==> config.mk <==
export PLATFORM = sky130hd
export DESIGN_NAME = indirect_bank_sequencer_flat
export DESIGN_NICKNAME = d
export VERILOG_FILES = /design/src/rtl/indirect_bank_sequencer_if.sv /design/src/rtl/indirect_bank_sequencer.sv /design/src/flat_wrapper.sv
export SDC_FILE = /design/constraint.sdc
export NUM_CORES = 1
export LEC_CHECK = 0
export CAP_MARGIN = 10
export CORE_AREA = 4 4 41 43
export DETAILED_ROUTE_END_ITERATION = 10
export DIE_AREA = 0 0 45 47
export PLACE_DENSITY = 0.76
export SYNTH_ARGS = -nofsm -noshare
export SYNTH_HDL_FRONTEND = slang
export SYNTH_SLANG_ARGS = --single-unit
==> constraint.sdc <==
create_clock -name clock -period 2.2 [get_ports clock]
set_input_delay 0.44 -clock clock [delete_from_list [all_inputs] [get_ports clock]]
set_output_delay 0.44 -clock clock [all_outputs]
set_load 0.01 [all_outputs]
==> src/rtl/indirect_bank_sequencer_if.sv <==
// rtl/indirect_bank_sequencer_if.sv - CPU-side bus and bank signals of the indirect bank sequencer
interface indirect_bank_sequencer_if #(
    parameter int BANK_W = 4
);
    logic              cycle_end;
    logic              sync;
    logic              rdy;
    logic              r_w;
    logic [7:0]        data_cpu;
    logic [BANK_W-1:0] exec_bank;
    logic [BANK_W-1:0] ind_bank;
    logic [BANK_W-1:0] address_bank;
    logic              sel_ind;
    logic [2:0]        seq_state;

    modport master (
        output cycle_end, sync, rdy, r_w, data_cpu, exec_bank, ind_bank,
        input  address_bank, sel_ind, seq_state
    );

    modport slave (
        input  cycle_end, sync, rdy, r_w, data_cpu, exec_bank, ind_bank,
        output address_bank, sel_ind, seq_state
    );
endinterface

==> src/rtl/indirect_bank_sequencer.sv <==
// rtl/indirect_bank_sequencer.sv - per-bus-cycle 6509 bank select for (zp),Y loads and stores
module indirect_bank_sequencer #(
    parameter int                BANK_W     = 4,
    parameter logic [7:0]        OPC_MASK   = 8'hDF,
    parameter logic [7:0]        OPC_MATCH  = 8'h91,
    parameter logic [BANK_W-1:0] RESET_BANK = 4'hF
) (
    input logic                    clock,
    input logic                    reset,
    indirect_bank_sequencer_if.slave bus
);

    typedef enum logic [2:0] {
        IDLE = 3'd0,
        OPER = 3'd1,
        PTRL = 3'd2,
        PTRH = 3'd3,
        EA1  = 3'd4,
        EA2  = 3'd5
    } state_t;

    state_t state;
    state_t state_next;
    logic   sel_q;
    logic   sel_next;
    logic   started;
    logic   adv;
    logic   opc_hit;
    logic   sel_live;

    // RDY only stalls reads, so a write cycle always advances the sequence
    assign adv     = bus.cycle_end & (bus.rdy | ~bus.r_w);
    assign opc_hit = bus.sync & ((bus.data_cpu & OPC_MASK) == OPC_MATCH);

    // Next state: any opcode fetch re-decodes (new instruction, back-to-back or abort)
    always_comb begin
        state_next = state;
        if (bus.sync) begin
            state_next = opc_hit ? OPER : IDLE;
        end else begin
            case (state)
                IDLE:    state_next = IDLE;
                OPER:    state_next = PTRL;
                PTRL:    state_next = PTRH;
                PTRH:    state_next = EA1;
                EA1:     state_next = EA2;
                EA2:     state_next = IDLE;
                default: state_next = IDLE;
            endcase
        end
        sel_next = (state_next == EA1) || (state_next == EA2);
    end

    // State and registered bank select, both describing the next bus cycle
    always_ff @(posedge clock or posedge reset) begin
        if (reset) begin
            state <= IDLE;
            sel_q <= 1'b0;
        end else if (adv) begin
            state <= state_next;
            sel_q <= sel_next;
        end
    end

    // Hold address_bank at RESET_BANK until the first bus cycle after reset completes
    always_ff @(posedge clock or posedge reset) begin
        if (reset) begin
            started <= 1'b0;
        end else if (bus.cycle_end) begin
            started <= 1'b1;
        end
    end

    // An EA2 slot that turns out to be an opcode fetch (LDA without page cross)
    // must revert to the execution bank; this is the only combinational path.
    assign sel_live = sel_q & ~((state == EA2) & bus.sync);

    assign bus.sel_ind      = sel_live;
    assign bus.seq_state    = state;
    assign bus.address_bank = !started ? RESET_BANK :
                              (sel_live ? bus.ind_bank : bus.exec_bank);

endmodule
==> src/flat_wrapper.sv <==
// flat-port wrapper written by rule: the top's interface ports become plain ports
module indirect_bank_sequencer_flat 
#(
    parameter int                BANK_W     = 4,
    parameter logic [7:0]        OPC_MASK   = 8'hDF,
    parameter logic [7:0]        OPC_MATCH  = 8'h91,
    parameter logic [BANK_W-1:0] RESET_BANK = 4'hF
)
  (clock, reset, bus_cycle_end, bus_sync, bus_rdy, bus_r_w, bus_data_cpu, bus_exec_bank, bus_ind_bank, bus_address_bank, bus_sel_ind, bus_seq_state);
  indirect_bank_sequencer_if #(.BANK_W(BANK_W)) bus_i ();
  input logic clock;
  input logic reset;
  input wire logic [$bits(bus_i.cycle_end)-1:0] bus_cycle_end;
  input wire logic [$bits(bus_i.sync)-1:0] bus_sync;
  input wire logic [$bits(bus_i.rdy)-1:0] bus_rdy;
  input wire logic [$bits(bus_i.r_w)-1:0] bus_r_w;
  input wire logic [$bits(bus_i.data_cpu)-1:0] bus_data_cpu;
  input wire logic [$bits(bus_i.exec_bank)-1:0] bus_exec_bank;
  input wire logic [$bits(bus_i.ind_bank)-1:0] bus_ind_bank;
  output wire logic [$bits(bus_i.address_bank)-1:0] bus_address_bank;
  output wire logic [$bits(bus_i.sel_ind)-1:0] bus_sel_ind;
  output wire logic [$bits(bus_i.seq_state)-1:0] bus_seq_state;
  assign bus_i.cycle_end = bus_cycle_end;
  assign bus_i.sync = bus_sync;
  assign bus_i.rdy = bus_rdy;
  assign bus_i.r_w = bus_r_w;
  assign bus_i.data_cpu = bus_data_cpu;
  assign bus_i.exec_bank = bus_exec_bank;
  assign bus_i.ind_bank = bus_ind_bank;
  assign bus_address_bank = bus_i.address_bank;
  assign bus_sel_ind = bus_i.sel_ind;
  assign bus_seq_state = bus_i.seq_state;
  indirect_bank_sequencer #(.BANK_W(BANK_W), .OPC_MASK(OPC_MASK), .OPC_MATCH(OPC_MATCH), .RESET_BANK(RESET_BANK)) u_core (.clock(clock), .reset(reset), .bus(bus_i));
endmodule
==> results.cfg <==
[cells_and_area]
antenna_cells = 0
syn_to_final_growth_pct = 88.42
layout_common_cells = 23 x clkdlybuf4s50_1, 5 x inv_1, 5 x dfrtp_1
fin_util = 0.5635
layout_commonest_cell = clkdlybuf4s50_1
multi_input_area_um2 = 235.2
fillers = 134
layout.nets = 98
regArea_um2 = 125.1
drive_gt1_frac = 0.1333

[power]
seq_power_share = 0.349
p_sw_uw = 61.20
p_leak_uw = 0.0003647
comb_power_share = 0.265
intPower_uw = 211.4
pwr-share-clk = 0.386
swShare = 0.2245
power_density_mw_per_mm2 = 371.8
irDropWorstVdd_mv = 0.2258

[detailed_routing]
vias = 452
drt_wl_total_mm = 1.115
dr.pass1.iters = 4
drc = 0
wl_per_cell_um = 12.39
ant_nets = 0
via_per_inst = 5.022
initialDrtViolationCount = 10

[sta]
relSlewSlack = 0.8185
final_max_slew_viol_count = 0
grt_setup_unrepaired = false
worstMarginPinSlew_ns = 0.2687
fin_crit_sh = 0.9128
finalHoldWorstSlack_ns = 0.3946
clock_skew_ns = 0.007387
hold_viol = 0
tns_ns = 0
min_period_ns = 2.008
finalSetupViolCount = 0
fmax_ghz = 0.4980

[synth]
syn_inst = 41
yosysWarnings = 0
yosysSeqAreaShare = 0.3215
async_flop_share = 1.000
ys_top_cells_by_area = dfrtp_1 32%, a211o_1 9.0%, and3_1 6.4%
synth_top_cell_area_share = 0.3215
ys_ff_latch = 5
syn-cell-area_um2 = 389.1
yosysUniqueCellTypes = 22
synth_top_cell_by_area = dfrtp_1
synthesis.nets = 63
synth_flop_cell = dfrtp_1
avgSynthCellArea_um2 = 9.491
synth_edf_count = 0

[placement]
place_congestion = 0.7462
portBuffers = 28
dp_hpwl_um = 942.9

[clocking]
htreeDepth = 1
clock_path_buffers = 2
clk_latency_ns = 0.24
clock_sinks = 5
clkTransAtPathRegs_ns = 0.05
cts_tree = built
cts_setup_buffers = 0
cts-root-buf = clkbuf_4
cts_buffers = 3
ctsResizeCount = 5
cts-hold-fix-buffers = 0

[global_route]
antenna_found_initial = 0
grt_start_max_net_pins = 9
grt_pass1_vias = 429
grt_pass1_wl_mm = 1.787
overflow = 0
track_usage = 0.1214

[worst_setup_path]
crit_required_ns = 1.76
critPathArrivalTime_ns = 1.57
crit_path_end_kind = output pin
crit_fanout = 5
worstSetupPathType = in -> out
startpoint_type = input pin

[floorplan]
chipWidth_um = 45
core_area_mm2 = 0.001301
rows = 13
start_util = 0.2990
die-area_mm2 = 0.002115
ios = 30
die_h_um = 47

[job]
cap_violations = 0

[status]
outcome = complete, no violations

[hold_path]
hp-class = in -> async
-- registers in the layout (all words and copies together), names as in the netlist --
signal and count:
u_core.bus.seq_state 3, u_core.sel_q 1, u_core.started 1
-- layout make-up --
class / instances / area share
Timing Repair Buffer: 32 / 0.4215
Multi-Input combinational cell: 29 / 0.3208
Sequential cell: 5 / 0.1706
Clock buffer: 4 / 0.03584
Inverter: 5 / 0.02560
Tap cell: 15 / 0.02560
-- Yosys cell counts, types with 2 or more instances --
cell      number
and3_1         4
nand2b_1       2
nand2_1        2
o31ai_1        2
inv_1          5
dfrtp_1        5
nor3_1         2
a211o_1        4
o41ai_1        2
-- critical path, stage by stage --
cell             delay [ns]
clkdlybuf4s15_1        0.24
nand4b_4               0.14
and3_1                 0.20
a211o_1                0.26
dlygate4sd2_1          0.28
-- layer usage --
layer / part of all wire / global-route usage / vias up / routed length, um
li1: - / - / 222 / -
met1: 0.36 / 0.1267 / 203 / 406
met2: 0.51 / 0.2062 / 27 / 565
met3: 0.13 / 0.04981 / 0 / 143
met4: 0 / 0.07018 / 0 / 0
met5: 0 / 0 / - / 0
-- per-stage QoR --
stage | instances | power (uW) | setup WS (ns) | cell area [um^2]
CTS | 90 | 277.0 | 0.0003152 | 728.2
global route | 90 | 291.6 | 0.1034 | 733.2
floorplan | 41 | 120.8 | 0.5362 | 389.1
global placement | 86 | 170.9 | -0.2889 | 705.7
finish | 90 | 272.6 | 0.1919 | 733.2
detailed placement | 86 | 172.4 | -0.3115 | 705.7
-- power by group through the flow --
stage               clock network [uW]  logic [uW]  registers (uW)
floorplan                            0        23.0            97.8
global placement                     0        74.7            96.3
detailed placement                   0        75.9            96.5
CTS                                109        73.3            95.1
global route                       119        77.9            95.2
finish                             105        72.4            95.1
-- cell families after synthesis --
logic type	synth area share
compound gates	0.2090
xor+xnor	0.02251
buf+inv	0.08039
flops	0.3215
mux	0.05787
simple gates	0.3087
-- path summary, 6_finish.rpt --
path / startpoint / to / slack [ns] / depth (start not counted)
max: bus_sync / bus_address_bank[3] / 0.19 / 5
min: reset / u_core.sel_q / 0.39 / 2
max reg2reg: u_core.bus.seq_state[0] / u_core.sel_q / 0.91 / 4
min reg2reg: u_core.started / u_core.started / 0.51 / 2
max in group asynchronous: reset / u_core.bus.seq_state[2] / 1.62 / 2
min in group clock: u_core.started / u_core.started / 0.51 / 2
(Power assumes the default switching activity.)
